<file path="src/rtl/local_memory_pkg.sv">
// rtl/local_memory_pkg.sv - shared sizing helpers, window decode and read-tracker state
package local_memory_pkg;

    localparam int unsigned TRK_BANK_W = 8;
    localparam int unsigned TRK_SEL_W  = 16;

    typedef struct packed {
        logic                  ready;
        logic [TRK_BANK_W-1:0] bank;
        logic [TRK_SEL_W-1:0]  byte_sel;
    } read_trk_t;

    function automatic int unsigned bank_bits(input int unsigned bank_count);
        return $clog2(bank_count);
    endfunction

    function automatic int unsigned byte_bits(input int unsigned data_width);
        return $clog2(data_width / 8);
    endfunction

    // An address hits the macro array only when nothing is set above the word index.
    function automatic logic in_window(input logic [63:0] addr, input int unsigned low_bits);
        return (addr >> low_bits) == 64'd0;
    endfunction

endpackage

</file>
<file path="src/rtl/local_memory_read_tracker.sv">
// rtl/local_memory_read_tracker.sv - two-cycle read handshake and byte-lane muxing for one master
module local_memory_read_tracker
    import local_memory_pkg::*;
#(
    parameter  int unsigned BANK_COUNT = 2,
    parameter  int unsigned DATA_WIDTH = 32,
    localparam int unsigned BYTES      = DATA_WIDTH / 8,
    localparam int unsigned BB         = bank_bits(BANK_COUNT)
) (
    input  logic                             clk,
    input  logic                             rst,
    input  logic                             req_i,
    input  logic                             grant_i,
    input  logic [BB-1:0]                    bank_i,
    input  logic [BYTES-1:0]                 byte_sel_i,
    input  logic [BANK_COUNT*DATA_WIDTH-1:0] dout_i,
    output logic                             ready_o,
    output logic                             busy_o,
    output logic [DATA_WIDTH-1:0]            data_o
);

    read_trk_t st_q, st_d;
    logic [DATA_WIDTH-1:0] word;
    logic unused_trk;

    // Ready lasts exactly one cycle: it clears when the request drops or is consumed.
    always_comb begin
        st_d = '0;
        if (req_i && !st_q.ready && grant_i) begin
            st_d.ready                = 1'b1;
            st_d.bank[BB-1:0]         = bank_i;
            st_d.byte_sel[BYTES-1:0]  = byte_sel_i;
        end
    end

    always_ff @(posedge clk) begin
        if (rst) st_q <= '0;
        else     st_q <= st_d;
    end

    always_comb begin
        word = '0;
        for (int b = 0; b < BANK_COUNT; b++) begin
            if (st_q.bank[BB-1:0] == BB'(b)) word = dout_i[b*DATA_WIDTH +: DATA_WIDTH];
        end
    end

    always_comb begin
        data_o = '1;
        if (st_q.ready) begin
            for (int i = 0; i < BYTES; i++) begin
                if (st_q.byte_sel[i]) data_o[i*8 +: 8] = word[i*8 +: 8];
            end
        end
    end

    assign ready_o    = st_q.ready;
    assign busy_o     = req_i && !st_q.ready;
    assign unused_trk = ^st_q;

endmodule

</file>
<file path="src/rtl/banked_local_memory_controller.sv">
// rtl/banked_local_memory_controller.sv - core+WB front end for banked 1RW/1R SRAM; LOCAL_MEMORY_CONFLICT_COUNTER_EN adds conflict_count
module banked_local_memory_controller
    import local_memory_pkg::*;
#(
    parameter  int unsigned SRAM_ADDRESS_SIZE = 9,
    parameter  int unsigned BANK_COUNT        = 2,
    parameter  int unsigned DATA_WIDTH        = 32,
    parameter  int unsigned ADDRESS_WIDTH     = 24,
    parameter  int unsigned STARVE_LIMIT      = 4,
    localparam int unsigned BYTES             = DATA_WIDTH / 8
) (
    input  logic                             clk,
    input  logic                             rst,
    input  logic [ADDRESS_WIDTH-1:0]         core_address,
    input  logic [BYTES-1:0]                 core_byte_select,
    input  logic                             core_enable,
    input  logic                             core_write_enable,
    input  logic [DATA_WIDTH-1:0]            core_data_write,
    output logic [DATA_WIDTH-1:0]            core_data_read,
    output logic                             core_busy,
    input  logic [ADDRESS_WIDTH-1:0]         wb_address,
    input  logic [BYTES-1:0]                 wb_byte_select,
    input  logic                             wb_enable,
    input  logic                             wb_write_enable,
    input  logic [DATA_WIDTH-1:0]            wb_data_write,
    output logic [DATA_WIDTH-1:0]            wb_data_read,
    output logic                             wb_busy,
    output logic                             clk0,
    output logic                             clk1,
    output logic [BANK_COUNT-1:0]            csb0,
    output logic [BANK_COUNT-1:0]            csb1,
    output logic                             web0,
    output logic [BYTES-1:0]                 wmask0,
    output logic [SRAM_ADDRESS_SIZE-1:0]     addr0,
    output logic [SRAM_ADDRESS_SIZE-1:0]     addr1,
    output logic [DATA_WIDTH-1:0]            din0,
    input  logic [BANK_COUNT*DATA_WIDTH-1:0] dout0,
    input  logic [BANK_COUNT*DATA_WIDTH-1:0] dout1
`ifdef LOCAL_MEMORY_CONFLICT_COUNTER_EN
    ,
    output logic [15:0]                      conflict_count
`endif
);

    localparam int unsigned BANK_BITS = bank_bits(BANK_COUNT);
    localparam int unsigned BYTE_BITS = byte_bits(DATA_WIDTH);
    localparam int unsigned WORD_BITS = SRAM_ADDRESS_SIZE + BANK_BITS;
    localparam int unsigned SW        = (STARVE_LIMIT > 0) ? $clog2(STARVE_LIMIT + 1) : 1;

    logic [WORD_BITS-1:0] core_word, wb_word;
    logic [BANK_BITS-1:0] core_bank, wb_bank;
    logic core_in, wb_in;
    logic core_rd_req, core_wr_req, wb_rd_req, wb_wr_req, wb_rw_req;
    logic core_rd_busy, core_rd_ready, wb_rd_busy, wb_rd_ready;
    logic conflict, starve_full, override, core_grant, wb_grant, wb_loses;
    logic [SW-1:0] starve_q, starve_d;

    assign core_word = core_address[BYTE_BITS +: WORD_BITS];
    assign wb_word   = wb_address[BYTE_BITS +: WORD_BITS];
    assign core_bank = core_word[WORD_BITS-1 -: BANK_BITS];
    assign wb_bank   = wb_word[WORD_BITS-1 -: BANK_BITS];
    assign core_in   = in_window(64'(core_address), BYTE_BITS + WORD_BITS);
    assign wb_in     = in_window(64'(wb_address), BYTE_BITS + WORD_BITS);

    assign core_rd_req = core_enable && !core_write_enable && core_in;
    assign core_wr_req = core_enable && core_write_enable && core_in;
    assign wb_rd_req   = wb_enable && !wb_write_enable && wb_in;
    assign wb_wr_req   = wb_enable && wb_write_enable && wb_in;
    // A WB read in its data cycle no longer needs the RW port.
    assign wb_rw_req   = wb_wr_req || (wb_rd_req && !wb_rd_ready);

    assign conflict    = core_wr_req && wb_rw_req;
    assign starve_full = (STARVE_LIMIT != 0) && (starve_q == SW'(STARVE_LIMIT));
    assign override    = conflict && starve_full;
    assign core_grant  = core_wr_req && !override;
    assign wb_grant    = wb_rw_req && !core_grant;
    assign wb_loses    = conflict && !override;

    always_comb begin
        starve_d = starve_q;
        if (!wb_enable || wb_grant)
            starve_d = '0;
        else if (wb_loses && (starve_q < SW'(STARVE_LIMIT)))
            starve_d = starve_q + 1'b1;
    end

    always_ff @(posedge clk) begin
        if (rst) starve_q <= '0;
        else     starve_q <= starve_d;
    end

    local_memory_read_tracker #(.BANK_COUNT(BANK_COUNT), .DATA_WIDTH(DATA_WIDTH)) u_core_trk (
        .clk(clk), .rst(rst), .req_i(core_rd_req), .grant_i(1'b1), .bank_i(core_bank),
        .byte_sel_i(core_byte_select), .dout_i(dout1), .ready_o(core_rd_ready),
        .busy_o(core_rd_busy), .data_o(core_data_read)
    );

    local_memory_read_tracker #(.BANK_COUNT(BANK_COUNT), .DATA_WIDTH(DATA_WIDTH)) u_wb_trk (
        .clk(clk), .rst(rst), .req_i(wb_rd_req), .grant_i(wb_grant), .bank_i(wb_bank),
        .byte_sel_i(wb_byte_select), .dout_i(dout0), .ready_o(wb_rd_ready),
        .busy_o(wb_rd_busy), .data_o(wb_data_read)
    );

    assign core_busy = core_rd_busy || (core_wr_req && override);
    assign wb_busy   = wb_rd_busy || (wb_wr_req && !wb_grant);
    assign clk0      = clk;
    assign clk1      = clk;

    always_comb begin
        csb0   = '1;
        web0   = 1'b1;
        wmask0 = '0;
        din0   = '0;
        addr0  = '0;
        if (core_grant) begin
            csb0[core_bank] = 1'b0;
            web0            = 1'b0;
            wmask0          = core_byte_select;
            din0            = core_data_write;
            addr0           = core_word[SRAM_ADDRESS_SIZE-1:0];
        end else if (wb_grant) begin
            csb0[wb_bank]   = 1'b0;
            web0            = !wb_write_enable;
            wmask0          = wb_byte_select;
            din0            = wb_data_write;
            addr0           = wb_word[SRAM_ADDRESS_SIZE-1:0];
        end
    end

    always_comb begin
        csb1  = '1;
        addr1 = '0;
        if (core_rd_busy) begin
            csb1[core_bank] = 1'b0;
            addr1           = core_word[SRAM_ADDRESS_SIZE-1:0];
        end
    end

`ifdef LOCAL_MEMORY_CONFLICT_COUNTER_EN
    logic [15:0] conflict_q;

    always_ff @(posedge clk) begin
        if (rst)
            conflict_q <= '0;
        else if (wb_loses && (conflict_q != 16'hFFFF))
            conflict_q <= conflict_q + 16'd1;
    end

    assign conflict_count = conflict_q;
`endif

endmodule

</file>
<file path="config.mk">
export PLATFORM = sky130hd
export DESIGN_NAME = banked_local_memory_controller
export DESIGN_NICKNAME = d
export VERILOG_FILES = /design/src/rtl/local_memory_pkg.sv /design/src/rtl/local_memory_read_tracker.sv /design/src/rtl/banked_local_memory_controller.sv
export SDC_FILE = /design/constraint.sdc
export NUM_CORES = 1
export LEC_CHECK = 0
export BUFFER_PORTS_ARGS = -buffer_cell sky130_fd_sc_hd__buf_4
export CAP_MARGIN = 30
export CORE_AREA = 4 4 147 149
export CTS_CLUSTER_DIAMETER = 120
export DETAILED_ROUTE_END_ITERATION = 7
export DIE_AREA = 0 0 151 153
export HOLD_SLACK_MARGIN = 0.12
export SLEW_MARGIN = 25
export SYNTH_ARGS = -nofsm -noshare
export SYNTH_HDL_FRONTEND = slang
export SYNTH_SLANG_ARGS = --single-unit
</file>
<file path="constraint.sdc">
create_clock -name clk -period 2.2 [get_ports clk]
set_input_delay 0.22 -clock clk [delete_from_list [all_inputs] [get_ports clk]]
set_output_delay 0.22 -clock clk [all_outputs]
set_load 0.1 [all_outputs]
</file>
==> metrics.csv, run 1 <==
metric;value;unit
crit_buf_inv;3;
cp_max_fo;7;
nets;1063;
drtIter0Drc;91;
cp.arrival;2090;ps
core;0.02017;mm2
diodes;0;
period_needed;2307;ps
overflow;0;
maxCapViolations;0;
grt_pass1_vias;4665;
synth_top_area_share;25.75;%
path_delay_family;compound AO/OA/AOI/OAI gates;
ys_seq_elements;15;
violations;setup timing;
vias_per_cell;4.136;
slew_headroom;65.45;%
hold-path-cell-count;2;
cp.required;1980;ps
yosysUniqueCellTypes;36;
reg2regPathDepth;9;
yosysSeqAreaShare;12.07;%
cp-start-kind;flip-flop;
hold-worst-slack;119.6;ps
die-area;0.02310;mm2
finClkSkew;8.918;ps
area_growth;223.0;%
setup_slack;-107.3;ps
start_util;12.33;%
yosys.area.top_type;mux2i_1;
post-place-ws;-253.0;ps
synth_top_cells_by_count;nand2_1, mux2i_1, inv_1;
critical_path_class;flip-flop to primary output;
fin_util;39.84;%
io_pins;381;
cp-end-kind;primary output;
netSwitchingFraction;34.78;%
synth_ff_type;dfxtp_1;
vdd_drop_max;0.2683;mV
die_h;153;um
synth_area_leaders;mux2i_1, dfxtp_1, nand2_1;
grt_pass1_wl;25680;um
hpwl;13950;um
finalCritPeriodShare;104.9;%
fmax;433.4;MHz
wl_met1;6307;um
drive_gt1_share;69.48;%
cts_tree;built;
drt_wl_total;18930;um
syn_inst;393;
antenna_found_initial;0;
pwr-share-seq;14.8;%
p_per_area;229.0;mW/mm2
wire_per_inst;17.60;um
rsz0062_at_grt;yes;
status;complete, but fails checks;
cpMaxStageDelayCell;dfxtp_2;
worst-path-stages;7;
die-width;151;um
pwr-share-comb;26.7;%
route.met3.wl;2040;um
track_usage;14.24;%
finalSetupViolCount;47;
rows;52;
hold_viol_final;0;
met2_length;10320;um
syn-mean-instance-area;6.329;um2
vias;4450;
pwr-share-clk;58.5;%
yosysMostFrequentCell;nand2_1;
globalplace.congestion;0.8068;
antenna_left;0;
switchingPower;639.8;uW
slew_viol_final;0;
async_flop_share;0;%
clock_latency;360;ps
hp-class;input port to flip-flop;
dr.pass1.iters;6;
synth_edf_count;0;
clk_pin_slew;60;ps
drc;0;
top_layer;met4;
synth_area;0.002487;mm2
p_leak;3.392;nW
worst_slew_pin_slew;518.2;ps
syn_nets;649;
critPathMaxStageDelay;330;ps
path_cells;a2111oi_4, a41o_4, buf_8, clkbuf_16, nand3_1, o21ai_4, buf_12;
placement.io_buffers;376;
p_int;1.200;mW
ys.warnings.count;0;
grt_max_degree;33;
## sequential cells by signal, indices dropped and copies added (netlist names)
name                flops
u_core_trk.ready_o      1
u_wb_trk.ready_o        1
starve_q                3
u_core_trk.st_q         5
u_wb_trk.st_q           5
## cells in the final DEF (no fill, tap or decap), types with 3 or more instances in the layout
cell	Yosys	layout
nand3_4	0	16
o21ai_4	0	34
mux2i_1	64	64
or4_1	3	3
nand3_1	45	6
nor3_1	9	9
nor2_2	0	9
nor2_4	0	4
dfxtp_2	0	4
buf_12	0	52
buf_4	5	345
buf_6	6	23
nand3_2	0	23
inv_1	51	50
and2_1	14	13
buf_16	0	8
clkbuf_16	0	11
nand2_1	70	70
buf_8	0	6
dfxtp_1	15	11
dlygate4sd3_1	0	3
o21ai_2	0	11
## power by group through the flow
| stage | sequential, mW | clock [mW] | combinational (mW) |
|---|---|---|---|
| 2_1_floorplan | 0.278 | 0.343 | 0.0831 |
| 3_3_place_gp | 0.278 | 0.343 | 0.449 |
| 3_5_place_dp | 0.278 | 0.343 | 0.454 |
| 4_1_cts | 0.272 | 1.10 | 0.477 |
| 5_1_grt | 0.271 | 1.12 | 0.531 |
| 6_report | 0.272 | 1.08 | 0.491 |
## layout make-up
class / instances / area [um2]
tap: 270 / 337.8
clock buffer: 10 / 193.9
multi-input combinational: 291 / 2691
timing repair buffer: 439 / 4315
inverter: 51 / 191.4
fill: 1953 / 12130
sequential: 15 / 305.3
## timing repair
action | CTS | global route
pin swaps | 16 | 30
buffers inserted | 9 | 4
endpoints found under the hold margin | 4 | 0
resized for setup | 208 | 67
cloned | 7 | 5
hold buffers | 3 | 0
setup endpoints to repair | 48 | 48
## per-layer routing
metal / GRT usage (%) / vias up
li1: - / 2150
met1: 14.36 / 2027
met2: 27.48 / 253
met3: 4.886 / 20
met4: 3.541 / 0
met5: 0 / -
## final timing paths
| check | from | end | slack (ps) |
|---|---|---|---|
| setup / recovery | u_wb_trk.ready_o$_SDFF_PP0_ | din0[19] | -110 |
| hold / removal | wb_byte_select[3] | u_wb_trk.st_q[3]$_SDFF_PP0_ | 120 |
| setup reg to reg | starve_q[1]$_SDFFE_PP0P_ | u_wb_trk.st_q[0]$_SDFF_PP0_ | 260 |
| hold reg to reg | starve_q[1]$_SDFFE_PP0P_ | starve_q[1]$_SDFFE_PP0P_ | 490 |
## cells by family (layout without fill, tap and decap cells)
group	count (synthesis)	in the layout	synth area share (%)
compound gates	56	56	13.03
fa+ha+maj	2	2	1.006
buf+inv	87	500	15.84
flops	15	15	12.07
mux	65	65	26.21
simple gates	168	168	31.84
## metrics by stage
stage	area, um2	instances	total power, mW	TNS, ps
after global placement	6137	1040	1.070	-7847
after CTS	7540	1067	1.849	-4492
after global routing	8035	1076	1.923	-6708
after floorplan	2816	393	0.7038	-12140
final	8035	1076	1.840	-2943
after detailed placement	6137	1040	1.075	-8633
No activity file was read; power rests on OpenSTA's default activity.
==> run 2: changes to the inputs <==
- BUFFER_PORTS_ARGS: -buffer_cell sky130_fd_sc_hd__buf_4 -> -buffer_cell sky130_fd_sc_hd__buf_2
- HOLD_SLACK_MARGIN: 0.12 -> 0.05
==> metrics.csv, run 2 (same netlist as run 1, synthesis figures left out) <==
metric;value;unit;change
status;complete, but fails checks;;unchanged
violations;setup timing;;unchanged
hold-path-cell-count;2;;unchanged
critPathMaxStageDelay;330;ps;about the same
grt_max_degree;37;;was 33
pwr-share-clk;63.4;%;was 58.5%
reg2regPathDepth;8;;was 9
period_needed;2281;ps;was 2307 ps
dr.pass1.iters;7;;was 6
overflow;0;;unchanged
cp_max_fo;7;;unchanged
drive_gt1_share;65.10;%;was 69.48%
crit_buf_inv;4;;was 3
met2_length;8560;um;was 10320 um
setup_slack;-81.03;ps;was -107.3 ps
finalSetupViolCount;46;;was 47
crit_top_cell;buf_12;;
globalplace.congestion;0.8500;;was 0.8068
finalCritPeriodShare;103.7;%;was 104.9%
netSwitchingFraction;37.08;%;was 34.78%
start_util;12.33;%;unchanged
post-place-ws;-117.2;ps;was -253.0 ps
route.met3.wl;2060;um;was 2040 um
cp.required;1980;ps;about the same
path_delay_family;buffers and inverters;;was compound AO/OA/AOI/OAI gates
cp-end-kind;primary output;;unchanged
drtIter0Drc;131;;was 91
final_common_cell;buf_2;;was buf_4
reg.largest.list;u_core_trk.st_q x5, u_wb_trk.st_q x5, starve_q x3;;unchanged
pwr-share-seq;16.3;%;was 14.8%
clock_latency;360;ps;about the same
switchingPower;618.2;uW;was 639.8 uW
pwr-share-comb;20.3;%;was 26.7%
clk_pin_slew;50;ps;was 60 ps
hold_viol_final;0;;unchanged
cp-start-kind;flip-flop;;unchanged
cts_tree;built;;unchanged
p_int;1.049;mW;was 1.200 mW
maxCapViolations;0;;unchanged
critical_path_class;flip-flop to primary output;;unchanged
core;0.02017;mm2;unchanged
drc;0;;unchanged
diodes;0;;unchanged
track_usage;12.29;%;was 14.24%
worst-path-stages;8;;was 7
cpMaxStageDelayCell;dfxtp_2;;unchanged
finClkSkew;3.338;ps;was 8.918 ps
worst_slew_pin_slew;495.3;ps;was 518.2 ps
grt_pass1_vias;4175;;was 4665
io_pins;381;;unchanged
wire_per_inst;15.26;um;was 17.60 um
final_cell_mix;buf_2, buf_12, nand2_1;;was buf_4, nand2_1, mux2i_1
slew_headroom;67.21;%;was 65.45%
path_cells;a2111oi_4, buf_4, a41o_4, buf_12, buf_6, nand3_1, o21ai_2, buf_12;;was a2111oi_4, a41o_4, buf_8, clkbuf_16, nand3_1, o21ai_4, buf_12
die-area;0.02310;mm2;unchanged
wl_met1;5313;um;was 6307 um
rsz0062_at_grt;yes;;unchanged
tns;-2007;ps;was -2943 ps
vdd_drop_max;0.3592;mV;was 0.2683 mV
fmax;438.4;MHz;was 433.4 MHz
p_per_area;251.4;mW/mm2;was 229.0 mW/mm2
fillers;2095;;was 1953
antenna_found_initial;2;;was 0
rows;52;;unchanged
hp-class;input port to flip-flop;;unchanged
cts_hold_buf;0;;was 3
grt_pass1_wl;21930;um;was 25680 um
vias;4226;;was 4450
nets;1042;;was 1063
vias_per_cell;4.006;;was 4.136
placement.io_buffers;376;;unchanged
drt_wl_total;16100;um;was 18930 um
die_h;153;um;unchanged
p_leak;2.889;nW;was 3.392 nW
cp.arrival;2060;ps;was 2090 ps
hpwl;13460;um;was 13950 um
die-width;151;um;unchanged
fin_util;32.88;%;was 39.84%
top_layer;met5;;was met4
area_growth;166.6;%;was 223.0%
slew_viol_final;0;;unchanged
antenna_left;0;;unchanged
hold-worst-slack;99.21;ps;was 119.6 ps
==> run 2: power groups by stage <==
stage                     Combinational (mW)  Sequential (mW)  Clock (mW)
after floorplan                       0.0831            0.278       0.343
after global placement                 0.327            0.278       0.320
after detailed placement               0.333            0.278       0.320
after CTS                              0.339            0.272        1.09
after global routing                   0.377            0.271        1.10
final                                  0.339            0.272        1.06
==> run 2: path summary, 6_finish.rpt <==
kind	start	end	slack, ps
worst max-delay path	u_wb_trk.ready_o$_SDFF_PP0_	din0[1]	-80
worst min-delay path	wb_byte_select[0]	u_wb_trk.st_q[0]$_SDFF_PP0_	100
worst max register to register	u_wb_trk.ready_o$_SDFF_PP0_	u_wb_trk.st_q[3]$_SDFF_PP0_	400
worst min register to register	starve_q[1]$_SDFFE_PP0P_	starve_q[1]$_SDFFE_PP0P_	500
==> run 2: routing by layer <==
metal,up-vias,track usage (%)
met1,1871,11.69
met3,10,5.449
met5,-,0
li1,2096,-
met2,245,23.69
met4,4,2.979
==> run 2: timing repair <==
| action | CTS | global route |
|---|---|---|
| gates resized for setup | 18 | 18 |
| setup endpoints to repair | 48 | 48 |
| pin swaps | 3 | 5 |
| buffers inserted | 2 | 5 |
| gates cloned | 1 | 2 |
==> run 2: final cells by class <==
cell class                 count  area [um2]  share of cell area (%)
timing repair buffer         417        3368                   50.79
multi-input combinational    292        2238                   33.75
tap                          270       337.8                   5.094
sequential                    15       306.5                   4.623
inverter                      51       191.4                   2.887
clock buffer                  10       188.9                   2.849
==> run 2: per-stage QoR <==
step                cell area, um2  power (mW)  std cells
floorplan                     2816      0.7038        393
global placement              6165      0.9246       1037
detailed placement            6165      0.9310       1037
CTS                           6459       1.698       1048
global route                  6631       1.750       1055
finish                        6631       1.667       1055
==> run 2: worst register-to-register path, delay by kind of cell (launching register included) <==
family                 cells  cell delay [ps]
and+or+nand+nor            2              320
AOI/OAI and AO/OA          2              500
DFF                        1              330
buffers and inverters      4              600
